## config.mk

```make
export PLATFORM = sky130hd
export DESIGN_NAME = trace_filter_prog
export DESIGN_NICKNAME = d
export VERILOG_FILES = /design/src/rtl/trace_filter_prog.sv
export SDC_FILE = /design/constraint.sdc
export NUM_CORES = 1
export LEC_CHECK = 0
export CAP_MARGIN = 20
export CORE_UTILIZATION = 34
export CTS_BUF_LIST = sky130_fd_sc_hd__clkbuf_16
export DETAILED_ROUTE_END_ITERATION = 10
export PLACE_DENSITY_LB_ADDON = 0.3
export REMOVE_ABC_BUFFERS = 1
export SYNTH_ARGS = -nofsm -noshare
export SYNTH_HDL_FRONTEND = slang
export SYNTH_SLANG_ARGS = --single-unit
```

## constraint.sdc

```tcl
create_clock -name clk -period 4.8 [get_ports clk]
set_input_delay 0.96 -clock clk [delete_from_list [all_inputs] [get_ports clk]]
set_output_delay 0.96 -clock clk [all_outputs]
set_load 0.01 [all_outputs]
```

## src/rtl/trace_filter_prog.sv

```systemverilog
// Trace qualifier: classifies retired instructions, tracks a programmable tail and
// HPM event increments, and produces a registered drop decision plus kept/dropped stats.
module trace_filter_prog #(
  parameter int unsigned NUM_EVT    = 2,
  parameter int unsigned CNT_WIDTH  = 64,
  parameter int unsigned TAIL_WIDTH = 4,
  parameter int unsigned STAT_WIDTH = 32
) (
  input  logic                         clk,
  input  logic                         rst_n,
  input  logic                         pc_valid,
  input  logic [31:0]                  next_instr,
  input  logic [NUM_EVT*CNT_WIDTH-1:0] evt_counters,
  input  logic [1:0]                   cfg_mode,
  input  logic [2:0]                   cfg_class_en,
  input  logic [NUM_EVT-1:0]           cfg_evt_en,
  input  logic [TAIL_WIDTH-1:0]        cfg_tail_len,
  input  logic                         cfg_clear,
  output logic                         drop_instr,
  output logic [2:0]                   keep_cause,
  output logic [NUM_EVT-1:0]           evt_cause,
  output logic [STAT_WIDTH-1:0]        kept_count,
  output logic [STAT_WIDTH-1:0]        dropped_count
);

  localparam int unsigned EVT_BUS_W = NUM_EVT * CNT_WIDTH;
  localparam logic [31:0] WFI_INSTR = 32'h1050_0073;
  localparam logic [1:0]  MODE_PASS = 2'b01;
  localparam logic [1:0]  MODE_DROP = 2'b10;
  localparam logic [STAT_WIDTH-1:0] STAT_MAX = '1;

  logic                   drop_instr_q, drop_instr_d;
  logic [2:0]             keep_cause_q, keep_cause_d;
  logic [NUM_EVT-1:0]     evt_cause_q, evt_cause_d;
  logic [STAT_WIDTH-1:0]  kept_count_q, kept_count_d;
  logic [STAT_WIDTH-1:0]  dropped_count_q, dropped_count_d;
  logic [TAIL_WIDTH-1:0]  tail_cnt_q, tail_cnt_d;
  logic [NUM_EVT-1:0]     evt_pend_q, evt_pend_d;
  logic [EVT_BUS_W-1:0]   prev_cnt_q, prev_cnt_d;

  // Instruction classification (32-bit opcodes and RVC quadrants)
  logic [6:0] opcode;
  logic [1:0] quad;
  logic [2:0] c_funct3;
  logic       is_branch, is_jump, is_wfi, class_hit;

  assign opcode   = next_instr[6:0];
  assign quad     = next_instr[1:0];
  assign c_funct3 = next_instr[15:13];

  assign is_branch = (opcode == 7'b1100011)
                   | ((quad == 2'b01) & (next_instr[15:14] == 2'b11));
  assign is_jump   = (opcode == 7'b1101111) | (opcode == 7'b1100111)
                   | ((quad == 2'b01) & ((c_funct3 == 3'b101) | (c_funct3 == 3'b001)))
                   | ((quad == 2'b10) & (c_funct3 == 3'b100)
                      & (next_instr[11:7] != 5'd0) & (next_instr[6:2] == 5'd0));
  assign is_wfi    = (next_instr == WFI_INSTR);
  assign class_hit = |({is_wfi, is_jump, is_branch} & cfg_class_en);

  // Per-channel change detection against last cycle's counter snapshot
  logic [NUM_EVT-1:0] evt_chg;

  always_comb begin
    evt_chg = '0;
    for (int unsigned i = 0; i < NUM_EVT; i++) begin
      evt_chg[i] = cfg_evt_en[i]
                 & (evt_counters[i*CNT_WIDTH +: CNT_WIDTH] != prev_cnt_q[i*CNT_WIDTH +: CNT_WIDTH]);
    end
  end

  logic event_hit, tail_active, keep;

  assign event_hit   = |evt_pend_q;
  assign tail_active = (tail_cnt_q != '0);

  // Next-state: qualification, tail, pending events and statistics
  always_comb begin
    drop_instr_d    = drop_instr_q;
    keep_cause_d    = keep_cause_q;
    evt_cause_d     = evt_cause_q;
    kept_count_d    = kept_count_q;
    dropped_count_d = dropped_count_q;
    tail_cnt_d      = tail_cnt_q;
    evt_pend_d      = evt_pend_q | evt_chg;
    prev_cnt_d      = evt_counters;
    keep            = 1'b0;

    if (pc_valid) begin
      evt_pend_d = evt_chg;

      if ((class_hit | event_hit) && (cfg_tail_len != '0)) begin
        tail_cnt_d = cfg_tail_len;
      end else if (tail_active) begin
        tail_cnt_d = tail_cnt_q - TAIL_WIDTH'(1);
      end

      keep_cause_d = 3'b000;
      evt_cause_d  = '0;
      case (cfg_mode)
        MODE_PASS: keep = 1'b1;
        MODE_DROP: keep = 1'b0;
        default: begin
          keep         = class_hit | tail_active | event_hit;
          keep_cause_d = {event_hit, tail_active, class_hit};
          evt_cause_d  = evt_pend_q;
        end
      endcase
      drop_instr_d = ~keep;

      if (keep) begin
        if (kept_count_q != STAT_MAX) kept_count_d = kept_count_q + STAT_WIDTH'(1);
      end else begin
        if (dropped_count_q != STAT_MAX) dropped_count_d = dropped_count_q + STAT_WIDTH'(1);
      end
    end

    // Clear acts after qualification so a coincident instruction uses pre-clear state
    if (cfg_clear) begin
      tail_cnt_d      = '0;
      evt_pend_d      = '0;
      kept_count_d    = '0;
      dropped_count_d = '0;
    end
  end

  always_ff @(posedge clk) begin
    if (!rst_n) begin
      drop_instr_q    <= 1'b1;
      keep_cause_q    <= 3'b000;
      evt_cause_q     <= '0;
      kept_count_q    <= '0;
      dropped_count_q <= '0;
      tail_cnt_q      <= '0;
      evt_pend_q      <= '0;
      prev_cnt_q      <= evt_counters;
    end else begin
      drop_instr_q    <= drop_instr_d;
      keep_cause_q    <= keep_cause_d;
      evt_cause_q     <= evt_cause_d;
      kept_count_q    <= kept_count_d;
      dropped_count_q <= dropped_count_d;
      tail_cnt_q      <= tail_cnt_d;
      evt_pend_q      <= evt_pend_d;
      prev_cnt_q      <= prev_cnt_d;
    end
  end

  assign drop_instr    = drop_instr_q;
  assign keep_cause    = keep_cause_q;
  assign evt_cause     = evt_cause_q;
  assign kept_count    = kept_count_q;
  assign dropped_count = dropped_count_q;

endmodule

```

# Yosys cells after proc, flatten, opt, wreduce, memory -nomap -nowiden
# Cells that the tools add are included.
[word_totals]
ff_bits = 204
in_bits = 175
output_inout_bits = 70
word_cells = 66
[op_classes]
add_sub_neg = 3
eq_ne = 16
muxes = 7
bitwise = 19
n_reduce_logical = 13
[ops]
columns = ["operator", "n"]
rows = [
  ["$ne 64x64->1", 2],
  ["$add 32x1->32 const B", 2],
  ["$ne 32x32->1 const B", 2],
  ["$eq 32x29->1 const B", 1],
  ["$eq 7x7->1 const B", 3],
  ["$mux 4", 2],
  ["$or 1x1->1", 8],
  ["$reduce_bool 4->1", 2],
  ["$and 1x1->1", 7],
  ["$eq 2x2->1 const B", 3],
  ["$eq 3x3->1 const B", 2],
  ["$reduce_and 3->1", 2],
  ["$reduce_or 2->1", 3],
  ["$logic_not 5->1", 1],
  ["$reduce_bool 5->1", 1],
  ["$eq 2x1->1 const B", 2],
  ["$mux 2", 2],
  ["$sub 4x1->4 const B", 1],
  ["$and 3x3->3", 1],
  ["$eq 3x1->1 const B", 1],
  ["$mux 3", 1],
  ["$reduce_or 3->1", 1],
  ["$not 1->1", 2],
  ["$or 2x2->2", 1],
  ["other kinds (5)", 5],
]

# Longest topological paths before layout
[depth]
word_depth = 13
mapped_depth = 10
ltp_nobuf = 8

# Least setup slack after synthesis
# OpenSTA, ideal clock, no wires.
[synth_path]
path_kind = "in2reg"
startpoint = "input next_instr[0]"
endpoint = "register kept_count_q[20] (netlist: kept_count[20])"
t_arrival_ps = 2806
setup_slack_ps = 1879
stages = 7
n_path_buf = 0
path_cell_list = "or4b_1 > nor3b_1 > o2bb2ai_1 > a211oi_1 > nor3_2 > a41oi_1 > a31o_1"
[synth_between]
elab_chain_len = 12
[synth_rtl]
columns = ["item", "line", "source"]
rows = [
  ["start: declaration", "12", "input logic [31:0] next_instr,"],
  ["$eq 2x2->1", "55", "| ((quad == 2'b10) & (c_funct3 == 3'b100)"],
  ["$and 1x1->1", "55", ""],
  ["$and 1x1->1 (2 in a row)", "56", "& (next_instr[11:7] != 5'd0) & (next_instr[6:2] == 5'd0));"],
  ["$or 1x1->1", "55", ""],
  ["$and 3x3->3 *", "58", "assign class_hit = |({is_wfi, is_jump, is_branch} & cfg_class_en);"],
  ["$reduce_or 3->1 *", "58", ""],
  ["$or 1x1->1 * (2 in a row)", "103", "keep = class_hit | tail_active | event_hit;"],
  ["$pmux 1 s2 *", "99", "case (cfg_mode)"],
  ["$mux 1 *", "88", "if (pc_valid) begin"],
  ["$reduce_and 3->1 (no source line) *", "--", ""],
  ["end signal: assignment", "140", "kept_count_q <= kept_count_d;"],
  ["end: declaration", "35", "logic [STAT_WIDTH-1:0] kept_count_q, kept_count_d;"],
]
# Every way passes the cells marked *; elsewhere a longest branch is shown, timed or not. The select of a mux whose other input is x is not followed.
# A chain may end at the register's enable or synchronous reset.

# Worst setup path after layout
[layout_path]
startpoint = "input cfg_class_en[0]"
endpoint = "register dropped_count_q[10] (netlist: dropped_count[10])"
[layout_between]
elab_chain_len = 8
[layout_rtl]
columns = ["item", "line", "source"]
rows = [
  ["start: declaration", "15", "input logic [2:0] cfg_class_en,"],
  ["$and 3x3->3", "58", ""],
  ["$reduce_or 3->1", "58", ""],
  ["$or 1x1->1 (2 in a row)", "103", ""],
  ["$pmux 1 s2", "99", ""],
  ["$mux 1", "88", ""],
  ["$not 1->1 (no source line)", "--", ""],
  ["$reduce_and 3->1 (no source line)", "--", ""],
  ["end signal: assignment", "141", "dropped_count_q <= dropped_count_d;"],
  ["end: declaration", "36", "logic [STAT_WIDTH-1:0] dropped_count_q, dropped_count_d;"],
]
# Every way passes these cells. The select of a mux whose other input is x is not followed.

==> results.toml <==
[outcome]
status = "completed"

[clock_network]
htreeDepth = 1
cts_tree = "done"
cts_inserted_buffers = 23
ctsResizeCount = 0
cts_root_buf = "clkbuf_16"
clkLatencyLatePin_ns = 0.51
clk_pin_slew_ns = 0.06
clockBufferDepth = 3
cts_setup_buffers = 0
hold_buffers = 0
clock-sinks = 204

[hold_path]
hold_class = "reg -> reg"

[yosys]
syn-cell-area_mm2 = 0.00784
ys_ff_latch = 204
ys_types = 60
synth_edf_count = 0
ys.flop_type = "dfxtp_1"
syn_inst = 776
yosys_warnings = 0
syn_area_per_cell_um2 = 10.1
async_flop_share_pct = 0
ys_seq_area_share_pct = 52.1

[sta]
grt_setup_unrepaired = "no"
fin_crit_sh_pct = 71.9
maxSlewViolCount = 0
setup_tns_ns = 0
fin_crit_ns = 3.45
setup_viol = 0
fmax_ghz = 0.290
hold_viol = 0
whs_ns = 0.468
max_slew_margin_pct = 53.2
worstMarginPinSlew_ns = 0.702
skew_ns = 0.00505
setup_ws_ns = 1.35

[final_layout]
stdcell_count = 1332
fin_nets = 1209
layout_commonest_cell = "clkdlybuf4s50_1"
syn2layout_area_growth_pct = 44.5
n_fill_cell = 2146
drive_gt1_share_pct = 4.78
mostFrequentLayoutCells = "clkdlybuf4s50_1 (244), dfxtp_1 (204), xnor2_1 (134)"
register_area_mm2 = 0.00408
multiInputGateArea_mm2 = 0.00362

[critical_path]
startpoint = "cfg_class_en[0]"
worst_setup_path_end_kind = "flop"
reg2reg_to = "dropped_count[17]"
critPathLaunchType = "input port"
worst-path-max-fanout = 24
crit_arrival_ns = 3.88
worstPathRequired_ns = 5.23
worst-r2r-cell-count = 9
worstReg2RegStart = "tail_cnt_q[0]"
crit_type = "in -> reg"
worstSetupEndpoint = "dropped_count[10]"
rrSetupSlack_ns = 2.02

[route]
drc_errors = 0
viasPerCell = 4.87
drtIter0Drc = 186
num_vias = 6486
dr.pass1.iters = 4
wire_per_inst_um = 14.7
drt_wl_total_um = 19600
ant_nets = 0

[place]
dp_hpwl_um = 14800
place_congestion = 0.837
dp_slack_ns = 0.912
portBuffers = 244
placed_cells = 1289

[job]
maxCapViolCount = 0

[global_routing]
grt_max_degree = 34
grt_pass1_wl_um = 31300
gr-total-overflow = 0
first_global_vias = 6303
track_usage_pct = 16.3
antenna_found_initial = 2

[die]
row_count = 55
core-area_mm2 = 0.0226
pin_count = 245
die_y_um = 154
die_x_um = 154
start_util_pct = 34.6
dieArea_mm2 = 0.0237

[power_and_ir_drop]
ir_worst_vdd_uv = 387
powerDensity_mw_per_mm2 = 339
leakage_nw = 3.91
==> state kept, by name, summed over array words and instances (netlist names) <==
register and count:
prev_cnt_q 128, tail_cnt_q 4, evt_pend_q 2, evt_cause 2, drop_instr 1, keep_cause 3
kept_count 32, dropped_count 32
==> through the flow <==
step / utilization [%] / instance area, um2 / power, mW
global route: 50.0 / 11300 / 4.00
finish: 50.0 / 11300 / 3.84
global placement: 46.8 / 10600 / 2.20
CTS: 50.0 / 11300 / 3.90
floorplan: - / 7740 / 1.98
detailed placement: 46.8 / 10600 / 2.20
==> worst min path at each step <==
| stage | startpoint | to | cells after the start |
|---|---|---|---|
| after floorplan | tail_cnt_q[2] | tail_cnt_q[2] | 2 |
| after global placement | evt_cause[1] | evt_cause[1] | 2 |
| after detailed placement | evt_cause[1] | evt_cause[1] | 2 |
| after CTS | evt_cause[1] | evt_cause[1] | 2 |
| after global routing | tail_cnt_q[2] | tail_cnt_q[2] | 2 |
| final | evt_cause[1] | evt_cause[1] | 2 |
==> power by group <==
group          internal, mW  switching, mW
Clock                 0.981          0.693
Combinational         0.231          0.148
Sequential             1.76         0.0283
==> logic make-up (layout without fill, tap and decap cells) <==
kind of cell | Yosys count | after routing | synth area share, %
compound gates | 113 | 113 | 9.05
simple gates | 269 | 269 | 19.4
buf+inv | 34 | 304 | 1.74
flops | 204 | 204 | 52.1
other cells | 0 | 1 | 0
fa+ha+maj | 5 | 5 | 0.798
mux | 4 | 4 | 0.527
xor+xnor | 147 | 147 | 16.4
==> cell usage after synthesis, types with 4 or more instances <==
master / instances / share of area [%]
and4_1: 7 / 0.78
o21ai_0: 29 / 1.9
o31ai_1: 8 / 0.77
xor2_1: 13 / 1.5
nor2b_1: 4 / 0.32
and2_1: 10 / 0.80
nor2_1: 35 / 1.7
nand2b_1: 4 / 0.32
inv_1: 10 / 0.48
dfxtp_1: 204 / 52
and3_1: 14 / 1.1
a211oi_1: 4 / 0.38
or3_1: 24 / 1.9
nor4_1: 15 / 1.2
nor3_1: 6 / 0.38
nand2_1: 41 / 2.0
or4_1: 9 / 0.86
clkbuf_1: 18 / 0.86
nand4_1: 54 / 4.3
xnor2_1: 134 / 15
a21oi_1: 40 / 2.6
nand3_1: 30 / 1.9
ha_1: 5 / 0.80
==> critical path, stage by stage <==
cell and delay (ns):
clkdlybuf4s50_1 0.52, or3b_2 0.45, a211oi_1 0.24, a32o_1 0.25, a211o_2 0.34, a21o_1 0.53
buf_4 0.29, o21ai_0 0.13, a21oi_1 0.16
==> final cells by class <==
| class | instances | area share (%) |
|---|---|---|
| well taps | 285 | 3.15 |
| clock buffers | 23 | 5.08 |
| multi-input cells | 538 | 32.0 |
| flip-flops and latches | 204 | 36.1 |
| diodes | 1 | 0.0221 |
| repair buffers | 252 | 22.1 |
| clock inverters | 19 | 1.30 |
| inverters | 10 | 0.331 |
==> layer usage <==
layer / vias up / share of wire [%] / GRT usage (%)
li1: 3292 / - / -
met2: 204 / 46 / 27.0
met3: 30 / 8.0 / 5.64
met1: 2958 / 44 / 20.0
met5: - / 0.061 / 0
met4: 2 / 2.2 / 4.52
No activity file was read; power rests on OpenSTA's default activity.
==> patch 1 (config.mk and constraints unchanged) <==
Register the output `kept_count` once more; this adds one clock of latency there. The other outputs are not delayed to match.
--- a/src/rtl/trace_filter_prog.sv
+++ b/src/rtl/trace_filter_prog.sv
@@ -148,7 +148,9 @@
   assign drop_instr    = drop_instr_q;
   assign keep_cause    = keep_cause_q;
   assign evt_cause     = evt_cause_q;
-  assign kept_count    = kept_count_q;
+  always_ff @(posedge clk) begin
+    kept_count <= kept_count_q;
+  end
   assign dropped_count = dropped_count_q;
 
 endmodule
Formal check against the unedited RTL: not equivalent (a bounded check fails within 4 cycles, from zero or initial values and one cycle with rst_n low).
==> patch 1 against the original RTL <==
Worst setup slack improved by 0.24 ns; critical endpoint is now kept_count_q[22]; routed wire length rose by 1.1%; largest cell class unchanged; sequential cell count grew 32; largest power group unchanged; critical path type unchanged; power grew 10%; core utilization decreased by 0.71 points; area after synthesis up 8.2%; design area increased by 6.2%.
==> patch 1: results (changes against the original RTL) <==
- The number of setup buffers added after CTS came to 0 (unchanged).
* Worst hold start: kept_count_q[23]
- The run finished with clean final reports.
* Antenna violations before repair: 1 (-1)
- The setup-violating endpoint count in the final report is 0 (unchanged).
- The final RePlAce weighted congestion was 0.8031 (-4.1%).
- Vias in the first global route: 6512 (+3.3%)
- Detailed-route wire length per cell: 14.19 um (-3.7%)
* CTS buffer count: 25 (+8.7%)
- The maximum fanout count along the critical path is 20 (-17%).
- First DRT Iteration DRCs: 240 (+29%)
- Worst Tran Pin Value: 0.9109 ns (+0.2092 ns)
- Share of post-route cells with drive strength above 1: 0.04651 (-0.001290)
* Pin count of the biggest net entering global routing: 40 (+18%)
- The combined global-route utilization of all metal layers was 0.1535 (-0.009359).
- Worst Hold Path Cells: 0 (-2)
* Critical-path cell with the highest stage delay: sky130_fd_sc_hd__or4b_1
- Worst setup skew after layout: 0.01187 ns (+0.006822 ns)
- Commonest cells in the netlist: sky130_fd_sc_hd__dfxtp_1 (236), sky130_fd_sc_hd__xnor2_1 (134), sky130_fd_sc_hd__nand4_1 (54)
- Library cell used as clock root buffer: sky130_fd_sc_hd__clkbuf_16
- The depth of the worst register-to-register path came to 8 (-1).
* Count of inserted antenna diode cells: 0 (-1)
- R2r startpoint: dropped_count[5]
- Internal power: 3.295 mW (+11%)
- Later-pin clock latency in the skew report: 0.51 ns (about the same)
* Number of vias after detailed routing: 6632 (+2.3%)
- The first-pass GRT wire length is 32310 um (+3.2%).
- The sequential cell area fraction in the yosys report is 0.5571 (+0.03619).
* Via density: 4.741 (-2.6%)
* Cell total after placement: 1359 (+5.4%)
- P_leak: 4.158 nW (+6.4%)
* Hold EP: kept_count[23]
- Detailed placer's ending HPWL: 14950 um (+0.85%)
- The flop-to-flop setup slack came to 2.15 ns (+0.13 ns).
* Leading post-synthesis cells by cell area: sky130_fd_sc_hd__dfxtp_1 (56%), sky130_fd_sc_hd__xnor2_1 (14%), sky130_fd_sc_hd__nand4_1 (4.0%), sky130_fd_sc_hd__a21oi_1 (2.4%), sky130_fd_sc_hd__nand2_1 (1.8%)
- Reg2Reg Capture Point: dropped_count[26]
- The number of nets at the end of the flow was 1242 (+2.7%).
[patch 1: power by group through the flow]
stage,sequential (mW),combinational [mW],clock [mW]
3_3_place_gp,2.09,0.375,0
3_5_place_dp,2.09,0.379,0
4_1_cts,2.05,0.381,1.86
2_1_floorplan,2.09,0.163,0
5_1_grt,2.06,0.411,1.94
6_report,2.05,0.376,1.80
[patch 1: logic make-up after synthesis]
logic type                 count (synthesis)  synth area share
AOI/OAI and AO/OA                        113           0.08366
xor gates and xnor gates                 147            0.1518
adders and majority gates                  5          0.007377
buffers and inverters                     34           0.01608
DFF                                      236            0.5571
muxes                                      4          0.004869
and+or+nand+nor                          269            0.1791
[patch 1: metrics by stage]
step	area (um2)	setup WS [ns]	hold WS (ns)	power [mW]	utilization
after floorplan	8382	1.488	0.3518	2.254	-
after global placement	11280	1.046	0.3624	2.467	0.4627
after detailed placement	11280	1.061	0.3712	2.473	0.4627
after CTS	12030	1.600	0.3822	4.290	0.4933
after global routing	12030	1.454	0.3913	4.409	0.4933
final	12030	1.587	0.3823	4.224	0.4933
[patch 1: worst max-delay path by stage]
stage,startpoint,to,slack [ns],cells after the start
floorplan,next_instr[0],kept_count_q[22],1.49,7
global placement,next_instr[0],kept_count_q[22],1.05,9
detailed placement,next_instr[0],kept_count_q[22],1.06,9
CTS,next_instr[0],kept_count_q[22],1.60,9
global route,next_instr[0],kept_count_q[22],1.45,9
finish,next_instr[0],kept_count_q[22],1.59,9
[patch 1: layer usage]
metal / part of all wire / track usage / vias up
met4: 0.018 / 0.04329 / 2
met1: 0.43 / 0.1803 / 3030
met3: 0.084 / 0.05273 / 31
li1: - / - / 3392
met5: 0.00065 / 0 / -
met2: 0.47 / 0.2640 / 177
[patch 1: layout make-up]
cell class	instances	area [um2]
clock inverters	15	121.4
clock buffers	25	625.6
flip-flops and latches	236	4725
fillers	2305	12360
multi-input cells	538	3622
repair buffers	251	2495
well taps	324	405.4
inverters	10	37.54
[patch 1: critical path: cells and delay by family]
family                 cells  cell delay [ns]
buffers and inverters      2             0.65
AOI/OAI and AO/OA          3             0.69
and+or+nand+nor            4             1.34
==> patch 2 (config.mk and constraints unchanged) <==
Without the edit above. Set the parameter `NUM_EVT` to 4 (it was 2).
--- a/src/rtl/trace_filter_prog.sv
+++ b/src/rtl/trace_filter_prog.sv
@@ -1,7 +1,7 @@
 // Trace qualifier: classifies retired instructions, tracks a programmable tail and
 // HPM event increments, and produces a registered drop decision plus kept/dropped stats.
 module trace_filter_prog #(
-  parameter int unsigned NUM_EVT    = 2,
+  parameter int unsigned NUM_EVT    = 4,
   parameter int unsigned CNT_WIDTH  = 64,
   parameter int unsigned TAIL_WIDTH = 4,
   parameter int unsigned STAT_WIDTH = 32
Ports: changed (resized cfg_evt_en, evt_cause and evt_counters); port bits go from 245 to 377. No check against the original RTL was run, so the function may have changed too.
==> patch 2 against the original RTL <==
Sequential cell count increased by 132; design area grew 56%; clock skew is 0.012 ns higher; power grew 67%; worst setup slack lost 0.19 ns; final cell count is 51% higher; routed wire length rose by 57%; sequential power up 67%; combinational power rose by 67%; first-iteration DRC count grew 54%; area after synthesis up 55%; core utilization grew 0.64 points; clock power rose by 68%; critical path type unchanged; critical endpoint is now kept_count[26]; highest routed layer unchanged.
==> patch 2: results (changes against the original RTL) <==
* Pin count of the biggest net entering global routing: 47 (+38%)
* VDD IR max: 0.0003125 V (-19%)
* Combinational group power: 0.633 mW (+67%)
- The insertion delay of the later-clocked pin in the worst-skew pair was 0.53 ns (+0.02 ns).
* CTS buffer count: 38 (+65%)
- Number of nets in the final layout: 1833 (+52%)
* Worst setup skew after layout: 0.01692 ns (+0.01186 ns)
- Number of port buffers: 376 (+54%)
- The post-detailed-routing wire length is 30730 um (+57%).
* Sequential fraction of total cell area: 0.3814 (+0.02091)
- The flip-flop count of the largest register, all copies and words added was 256 (+100%).
* Sequential fraction of the synthesis area: 0.5549 (+0.03395)
- The combined global-route utilization of all metal layers was 0.1682 (+0.005370).
- The clock-cell share of area is 0.06846 (+0.004625).
- First DRT Iteration DRCs: 286 (+54%)
- Synthesized-area fraction occupied by xor and xnor cells: 0.2052 (+0.04096)
* Non-Clock Inverter Count: 17 (+7)
* Delay of the slowest cell on the worst path: 0.55 ns (+0.02 ns)
* Filler Cell Count: 3149 (+47%)
- The area share of fa/ha/maj cells after synthesis was 0.005160 (-0.002819).
- The final RePlAce weighted congestion came to 0.8572 (+2.4%).
- The clock-net power came to 2.80 mW (+68%).
* Number of gates given a new drive strength after cts: 0 (unchanged)
- The worst endpoint data arrival time is 4.09 ns (+0.21 ns).
- Number of vias after detailed routing: 9350 (+44%)
* Multi-input gate area in the final layout: 5245 um2 (+45%)
- P_leak: 6.100 nW (+56%)
- The number of register bits inferred by synthesis came to 336 (+65%).
* Non-clock buffering overhead in the final layout: 0.2167 (-0.004224)
* H-tree depth: 2 (+1)
- The first-pass detailed-route iteration total was 6 (+2).
* Switching pwr: 1.394 mW (+60%)
* Largest delay share family, worst path: simple AND/OR/NAND/NOR gates
- The tightest min-delay check is of the reg -> reg type.
- On the critical path, the stage with the largest delay is an instance of sky130_fd_sc_hd__or4_1.
* Share of post-route cells with drive strength above 1: 0.04519 (-0.002611)
* Mux contribution to synthesized area: 0.001651 (-0.003615)
- The number of clock buffers in the layout is 39 (+70%).
* Number of multi-input combinational cells: 748 (+39%)
- Wire length of the first global-routing pass: 48040 um (+53%)
- The maximum fanout count along the critical path is 20 (-17%).
- Commonest cells in the netlist: sky130_fd_sc_hd__dfxtp_1 (336), sky130_fd_sc_hd__xnor2_1 (262), sky130_fd_sc_hd__nand4_1 (80)
- Leading post-synthesis cells by cell area: sky130_fd_sc_hd__dfxtp_1 (55%), sky130_fd_sc_hd__xnor2_1 (19%), sky130_fd_sc_hd__nand4_1 (4.1%), sky130_fd_sc_hd__nand2_1 (1.7%), sky130_fd_sc_hd__xor2_1 (1.6%)
- The internal power of the cells was 5.003 mW (+69%).
* Status: finished, final reports clean
- The count of unique library cells instantiated by Yosys is 61 (+1.7%).
- The half-perimeter wire length after detailed placement came to 24300 um (+64%).
- The synthesized-area fraction occupied by ao, oa, aoi and oai cells is 0.06027 (-0.03021).
* Max-slew headroom: 0.4091 (-0.1231)
patch 2: cell types whose count changed after synthesis, moves of 9 or more:
| cell | unedited run | this run |
|---|---|---|
| sky130_fd_sc_hd__xnor2_1 | 134 | 262 |
| sky130_fd_sc_hd__nor2_1 | 35 | 51 |
| sky130_fd_sc_hd__o21ai_0 | 29 | 16 |
| sky130_fd_sc_hd__nor4_1 | 15 | 26 |
| sky130_fd_sc_hd__or3_1 | 24 | 14 |
| sky130_fd_sc_hd__xor2_1 | 13 | 22 |
| sky130_fd_sc_hd__nand2_1 | 41 | 56 |
| sky130_fd_sc_hd__dfxtp_1 | 204 | 336 |
| sky130_fd_sc_hd__nand4_1 | 54 | 80 |
patch 2: final timing paths:
check	start	cells after the start	to	slack (ns)
worst min-delay path	evt_cause[0]	2	evt_cause[0]	0.49
worst max register to register	evt_pend_q[2]	6	dropped_count[28]	1.74
worst min register to register	evt_cause[0]	2	evt_cause[0]	0.49
worst max-delay path	next_instr[8]	8	kept_count[26]	1.16
patch 2: per-layer routing:
layer  share of wire  GRT usage
met1            0.40     0.1878
met2            0.48     0.2912
met3           0.098    0.05870
met4           0.025    0.06523
met5         0.00042          0
patch 2: stage by stage:
stage	instance area [um2]	hold WS (ns)	utilization	std cells	worst slack, ns
5_1_grt	17640	0.5207	0.5068	2005	0.9348
6_report	17640	0.4854	0.5068	2005	1.160
2_1_floorplan	12030	0.4757	-	1101	1.209
3_3_place_gp	16430	0.4736	0.4720	1938	0.7132
4_1_cts	17630	0.4905	0.5067	2004	1.166
3_5_place_dp	16430	0.4790	0.4720	1938	0.6176
